==> config.mk <==
export PLATFORM = sky130hd
export DESIGN_NAME = alu_arbiter
export DESIGN_NICKNAME = d
export VERILOG_FILES = /design/src/rtl/alu_arbiter.sv
export SDC_FILE = /design/constraint.sdc
export NUM_CORES = 1
export LEC_CHECK = 0
export ABC_AREA = 1
export BUFFER_PORTS_ARGS = -buffer_cell sky130_fd_sc_hd__buf_2
export CAP_MARGIN = 20
export CELL_PAD_IN_SITES_DETAIL_PLACEMENT = 2
export CELL_PAD_IN_SITES_GLOBAL_PLACEMENT = 2
export CORE_ASPECT_RATIO = 0.9
export CORE_MARGIN = 8
export CORE_UTILIZATION = 24
export DETAILED_ROUTE_END_ITERATION = 10
export GPL_ROUTABILITY_DRIVEN = 0
export PLACE_DENSITY = 0.89
export SLEW_MARGIN = 20
export SYNTH_ARGS = -nofsm -noshare
export SYNTH_HDL_FRONTEND = slang
export SYNTH_SLANG_ARGS = --single-unit
==> constraint.sdc <==
create_clock -name clk -period 5.2 [get_ports clk]
set_clock_uncertainty 0.05 [all_clocks]
set_input_delay 1.3 -clock clk [delete_from_list [all_inputs] [get_ports clk]]
set_output_delay 1.3 -clock clk [all_outputs]
set_load 0.005 [all_outputs]
==> src/rtl/alu_arbiter.sv <==
// -----------------------------------------------------------------------------
// alu_arbiter
//
// Purpose:
//   Shares one combinational ALU between two requesters. Each requester issues
//   an operation through a valid/ready handshake; when both are valid the
//   requester that did not win last time is granted. The granted opcode and
//   operands are registered and presented to the ALU for one cycle. The ALU
//   result is then captured and returned to the owning requester through its
//   own valid/ready response channel. Only one operation is in flight.
//
// Ports:
//   clk, rst                  clock (rising edge), async active-high reset
//   req0_*/req1_*             request channels: valid in, ready out, op/src1/src2
//   resp0_*/resp1_*           response channels: valid out, ready in
//   resp_res, resp_zero       captured result and zero flag, shared by both
//                             response channels
//   alu_op, alu_src1/2        registered drive to the external ALU
//   alu_res, alu_zero         result and zero flag from the external ALU
//   busy                      high whenever the FSM is not IDLE
//   owner                     requester owning the current or last operation
// -----------------------------------------------------------------------------
`ifndef ALU_OP_WIDTH
`define ALU_OP_WIDTH 4
`endif
`ifndef CPU_WIDTH
`define CPU_WIDTH 32
`endif

module alu_arbiter #(
  parameter int ALU_OP_W = `ALU_OP_WIDTH,
  parameter int DATA_W   = `CPU_WIDTH
) (
  input  logic                clk,
  input  logic                rst,

  input  logic                req0_valid,
  output logic                req0_ready,
  input  logic [ALU_OP_W-1:0] req0_op,
  input  logic [DATA_W-1:0]   req0_src1,
  input  logic [DATA_W-1:0]   req0_src2,

  input  logic                req1_valid,
  output logic                req1_ready,
  input  logic [ALU_OP_W-1:0] req1_op,
  input  logic [DATA_W-1:0]   req1_src1,
  input  logic [DATA_W-1:0]   req1_src2,

  output logic                resp0_valid,
  input  logic                resp0_ready,
  output logic                resp1_valid,
  input  logic                resp1_ready,
  output logic [DATA_W-1:0]   resp_res,
  output logic                resp_zero,

  output logic [ALU_OP_W-1:0] alu_op,
  output logic [DATA_W-1:0]   alu_src1,
  output logic [DATA_W-1:0]   alu_src2,
  input  logic [DATA_W-1:0]   alu_res,
  input  logic                alu_zero,

  output logic                busy,
  output logic                owner
);

  typedef enum logic [1:0] {
    IDLE = 2'd0,
    EXEC = 2'd1,
    RESP = 2'd2
  } state_t;

  state_t state;
  state_t state_next;

  logic                last_grant;
  logic                grant0;
  logic                grant1;
  logic                req0_fire;
  logic                req1_fire;
  logic                resp_fire;
  logic [ALU_OP_W-1:0] op_q;
  logic [DATA_W-1:0]   src1_q;
  logic [DATA_W-1:0]   src2_q;

  // Round-robin: a lone requester always wins; under contention the one that
  // was not granted last time wins. last_grant is only updated on a grant, so
  // a requester that drops valid without being served keeps its priority.
  assign grant0 = req0_valid & (~req1_valid | last_grant);
  assign grant1 = req1_valid & (~req0_valid | ~last_grant);

  assign req0_fire = req0_valid & req0_ready;
  assign req1_fire = req1_valid & req1_ready;
  assign resp_fire = owner ? (resp1_valid & resp1_ready)
                           : (resp0_valid & resp0_ready);

  // ALU inputs come straight from the captured registers in every state, so
  // they only move on the cycle after a request handshake.
  assign alu_op   = op_q;
  assign alu_src1 = src1_q;
  assign alu_src2 = src2_q;

  // ---------------------------------------------------------------------------
  // FSM state register
  // ---------------------------------------------------------------------------
  always_ff @(posedge clk or posedge rst) begin
    if (rst) begin
      state <= IDLE;
    end else begin
      state <= state_next;
    end
  end

  // ---------------------------------------------------------------------------
  // FSM next-state logic
  // ---------------------------------------------------------------------------
  always_comb begin
    state_next = state;
    unique case (state)
      IDLE: if (req0_fire | req1_fire) state_next = EXEC;
      EXEC: state_next = RESP;
      RESP: if (resp_fire) state_next = IDLE;
      default: state_next = IDLE;
    endcase
  end

  // ---------------------------------------------------------------------------
  // FSM outputs
  // ---------------------------------------------------------------------------
  // Ready is gated by rst as well: the state is already IDLE during reset, but
  // no request may be accepted while reset is asserted.
  always_comb begin
    req0_ready  = 1'b0;
    req1_ready  = 1'b0;
    resp0_valid = 1'b0;
    resp1_valid = 1'b0;
    busy        = 1'b0;
    if (!rst) begin
      req0_ready  = (state == IDLE) & grant0;
      req1_ready  = (state == IDLE) & grant1;
      resp0_valid = (state == RESP) & ~owner;
      resp1_valid = (state == RESP) &  owner;
      busy        = (state != IDLE);
    end
  end

  // ---------------------------------------------------------------------------
  // Operand capture (request handshake) and result capture (end of EXEC)
  // ---------------------------------------------------------------------------
  always_ff @(posedge clk or posedge rst) begin
    if (rst) begin
      op_q       <= '0;
      src1_q     <= '0;
      src2_q     <= '0;
      resp_res   <= '0;
      resp_zero  <= 1'b0;
      owner      <= 1'b0;
      last_grant <= 1'b1;
    end else begin
      if (req0_fire) begin
        op_q       <= req0_op;
        src1_q     <= req0_src1;
        src2_q     <= req0_src2;
        owner      <= 1'b0;
        last_grant <= 1'b0;
      end else if (req1_fire) begin
        op_q       <= req1_op;
        src1_q     <= req1_src1;
        src2_q     <= req1_src2;
        owner      <= 1'b1;
        last_grant <= 1'b1;
      end
      // Result is frozen from here until the next EXEC, which keeps it stable
      // for the whole RESP phase regardless of response backpressure.
      if (state == EXEC) begin
        resp_res  <= alu_res;
        resp_zero <= alu_zero;
      end
    end
  end

endmodule

# Yosys cells after proc, flatten, opt, wreduce, memory -nomap -nowiden

Index checks and enable logic that the tools add are counted.

Eq/ne operators: 4
Muxes and demuxes: 17
Reductions and logical operators: 4
Bitwise logic cells: 17

Operator list:

| cell                                           | count |
|---|---|
| 2-to-1 mux 32 bit                              | 4 |
| AND 1 bit                                      | 10 |
| 2-to-1 mux 1 bit                               | 8 |
| 2-to-1 mux 4 bit                               | 2 |
| one-hot mux 2 bit (3 select lines)             | 1 |
| 2-to-1 mux 2 bit                               | 2 |
| inequality test 2 bit (second input constant)  | 2 |
| NOT 1 bit                                      | 4 |
| nonzero test 2 bit                             | 2 |
| bitwise OR 1 bit                               | 3 |
| == test 2 x 1 -> 1 bit (second input constant) | 1 |
| == test 2 bit (second input constant)          | 1 |
| zero test 2 bit                                | 1 |
| AND reduction 2 bit                            | 1 |

Bits in registers: 105
Input bits: 175
Logic and storage cells: 50
Output and inout bits: 107

# Logic depth before layout (Yosys ltp)

Depth in word-level cells: 9
Mapped depth: 8
Mapped depth without buffers: 6

# Worst setup path after synthesis

No wires, ideal clock.

Path kind: input to register
Start: in rst
End: reg state[1]
Data required time: 5.027 ns
Arrival time: 3.913 ns
Stages: 4
Buffers on the path: 0
Setup slack: 1.114 ns
Cells stage by stage: inv_1 nand4_1 nand3_1 nand2_1

Longest elaborated chain between the ends: 5

RTL lines:

| element                                                     | RTL line | text |
|---|---|---|
| from (decl)                                                 | 35       | `input logic rst,` |
| 2-to-1 mux 1 bit                                            | 137      | `if (!rst) begin` |
| AND 1 bit (on tied branches)                                | -        |  |
| bitwise OR 1 bit / 2-to-1 mux 1 bit (equally long branches) | 119, 93  |  |
| inequality test 2 bit (no line)                             | -        |  |
| AND reduction 2 bit (no line) (*)                           | -        |  |
| to (signal assigned)                                        | 109      | `state <= state_next;` |
| to (decl)                                                   | 72       | `state_t state;` |

Mark *: on every way between the ends. The rest lies on a longest branch, timed or not.
A chain may end at the register's enable or synchronous reset.

# Final worst setup path

Start: in rst
End: out req1_ready

Longest elaborated chain between the ends: 1

RTL lines:

| element          | RTL line | text |
|---|---|---|
| 2-to-1 mux 1 bit | 137      |  |
| to (decl)        | 44       | `output logic req1_ready,` |

Every way passes these cells.

==> metrics.yaml <==
peakVddDrop_v: 0.000184
die-area_sq_mm: 0.0281
synthCells: 696
dpl_cell_area_sq_mm: 0.00715
powerDensity_mw_per_mm2: 510
ys_warn_count: 0
antenna_left: 0
areaGrowthSynthToFinish_pct: 35.3
critPathRequiredTime_ns: 3.85
synth_nets: 871
cts_setup_buffers: 0
wl_per_cell_microns: 19.1
nets: 1120
root_buffer: "clkbuf_16"
drcViolationCount: 0
synth_cell_types: 20
grt_max_degree: 84
drive_gt1_share_pct: 36.7
cts_tree: "yes"
drv_cap: 0
synth_area_leaders: "dfrtp_1 47%, nand3_1 12%, inv_1 9.8%, nand2_1 9.5%, nand4_1 7.9%"
antenna_found_initial: 5
ys_seq_elements: 105
outcome: "completed"
multiInputGateArea_sq_mm: 0.00212
fin_crit_ns: 3.36
netlist.area_leader.share_pct: 47.1
relSlewSlack_pct: 41.7
nFillCells: 2687
seq_area_sq_mm: 0.00263
cts_sinks: 105
cp_max_fo: 6
grt_pass1_wl_microns: 38100
cp-start-kind: "primary input"
start_util_pct: 24.5
drt-total-wl_microns: 23900
grt-ovfl-total: 0
timing.final.crit_share_pct: 64.6
synth_area_sq_mm: 0.00553
final_core_utilization_pct: 33.1
tns_ns: 0
grt_use_total_pct: 16.9
end_kind: "output port"
hold_viol_final: 0
viasPerCell: 4.68
die_h_microns: 160
dp_hpwl_microns: 17700
design_area_sq_mm: 0.00748
vias: 5860
cts_hold_buf: 0
fmax_ghz: 0.298
port_buffers: 281
avgSynthCellArea_sq_um: 7.94
ioPinCount: 282
synth_seq_area_share_pct: 47.6
path_class: "primary input to output port"
slew_viol_final: 0
p_leak_nw: 4.42
cts_buffers: 9
drt_iter0_drc: 262
finalSetupViolCount: 0
rsz0062_at_grt: "no"
yosysTopAreaCell: "dfrtp_1"
cts_max_level: 3
postCtsResizedCells: 0
rows: 52
hold_class: "flip-flop to flip-flop"
clk_pin_slew_ns: 0.08
first_pass_iters: 4
die_w_microns: 176
ctsLongestPathBuffers: 2
arrival_ns: 2.01
core_area_sq_mm: 0.0226
worst_slew_pin_slew_ns: 0.875
grt_pass1_vias: 6634
insertion_delay_ns: 0.34
## routing by layer
metal | part of all wire (%) | track usage, % | wire length [microns]
met5 | 0 | 0 | 0
met4 | 3.2 | 7.16 | 755
met3 | 4.7 | 3.72 | 1120
met2 | 51 | 29.7 | 12300
met1 | 41 | 19.4 | 9760
## flip-flops by register name (all words and copies together), names as in the netlist
register and cells:
last_grant 1, alu_src2 32, alu_src1 32, state 2, alu_op 4, resp_zero 1, resp_res 32, owner 1
## where the power goes
| part | internal [mW] | switching, mW |
|---|---|---|
| sequential | 1.22 | 0.229 |
| clock | 0.394 | 0.337 |
| combinational | 0.679 | 0.952 |
## worst max-delay path: stages
cell and delay, ns:
buf_2 0.16, nor2_1 0.23, nand3_4 0.09, inv_1 0.10, buf_2 0.13
## path summary, 6_finish.rpt
path                       slack, ns  cells past startpoint           end          from
setup / recovery                1.84                      5    req1_ready           rst
hold / removal                  0.46                      1  resp_res[21]  resp_res[21]
setup reg to reg                2.56                      7  alu_src2[16]    last_grant
hold reg to reg                 0.46                      1  resp_res[21]  resp_res[21]
max in group asynchronous       2.83                      3      state[1]           rst
min in group asynchronous       1.16                      2   alu_src2[9]           rst
## cell type report
class | instances | area share (%)
flip-flops and latches | 105 | 35.2
inverters | 146 | 7.36
well taps | 297 | 4.97
multi-input cells | 392 | 28.3
clock inverters | 6 | 0.987
clock buffers | 10 | 3.20
repair buffers | 291 | 19.8
diodes | 5 | 0.167
## cells by family after synthesis
logic type,after synthesis,share of synthesized area [%]
DFF,105,47.6
buffers and inverters,199,14.4
and+or+nand+nor,357,31.1
AOI/OAI and AO/OA,2,0.181
muxes,33,6.72
## cell usage after synthesis
cell type,n
nor2_4,2
nand3_1,137
buf_1,3
inv_1,145
nand2_2,1
mux2_2,33
nor3_1,2
buf_4,1
nand2_1,140
clkbuf_1,17
buf_2,31
a21oi_1,1
inv_2,1
nand3_2,2
nand4_1,70
buf_6,1
nor2_1,3
dfrtp_1,104
o21ai_1,1
dfstp_2,1
## cells in the final DEF (no fill, tap or decap), drive strengths merged, types with 2 or more instances in the layout
master	n
nand2	141
dfrtp	104
nand3	139
clkbuf	10
nand4	70
clkinvlp	2
nor2	5
diode	5
buf	291
mux2	33
inv	148
nor3	2
## stage by stage
step / hold WS [ns] / power (mW) / setup slack, ns / std cells
2_1_floorplan: 0.451 / 2.29 / 1.05 / 696
3_3_place_gp: 0.432 / 3.02 / 1.68 / 1231
3_5_place_dp: 0.442 / 3.14 / 1.56 / 1231
4_1_cts: 0.462 / 3.90 / 1.83 / 1247
5_1_grt: 0.477 / 4.10 / 1.77 / 1252
6_report: 0.455 / 3.81 / 1.84 / 1252
Note: power is estimated with default switching activity, not from simulation.
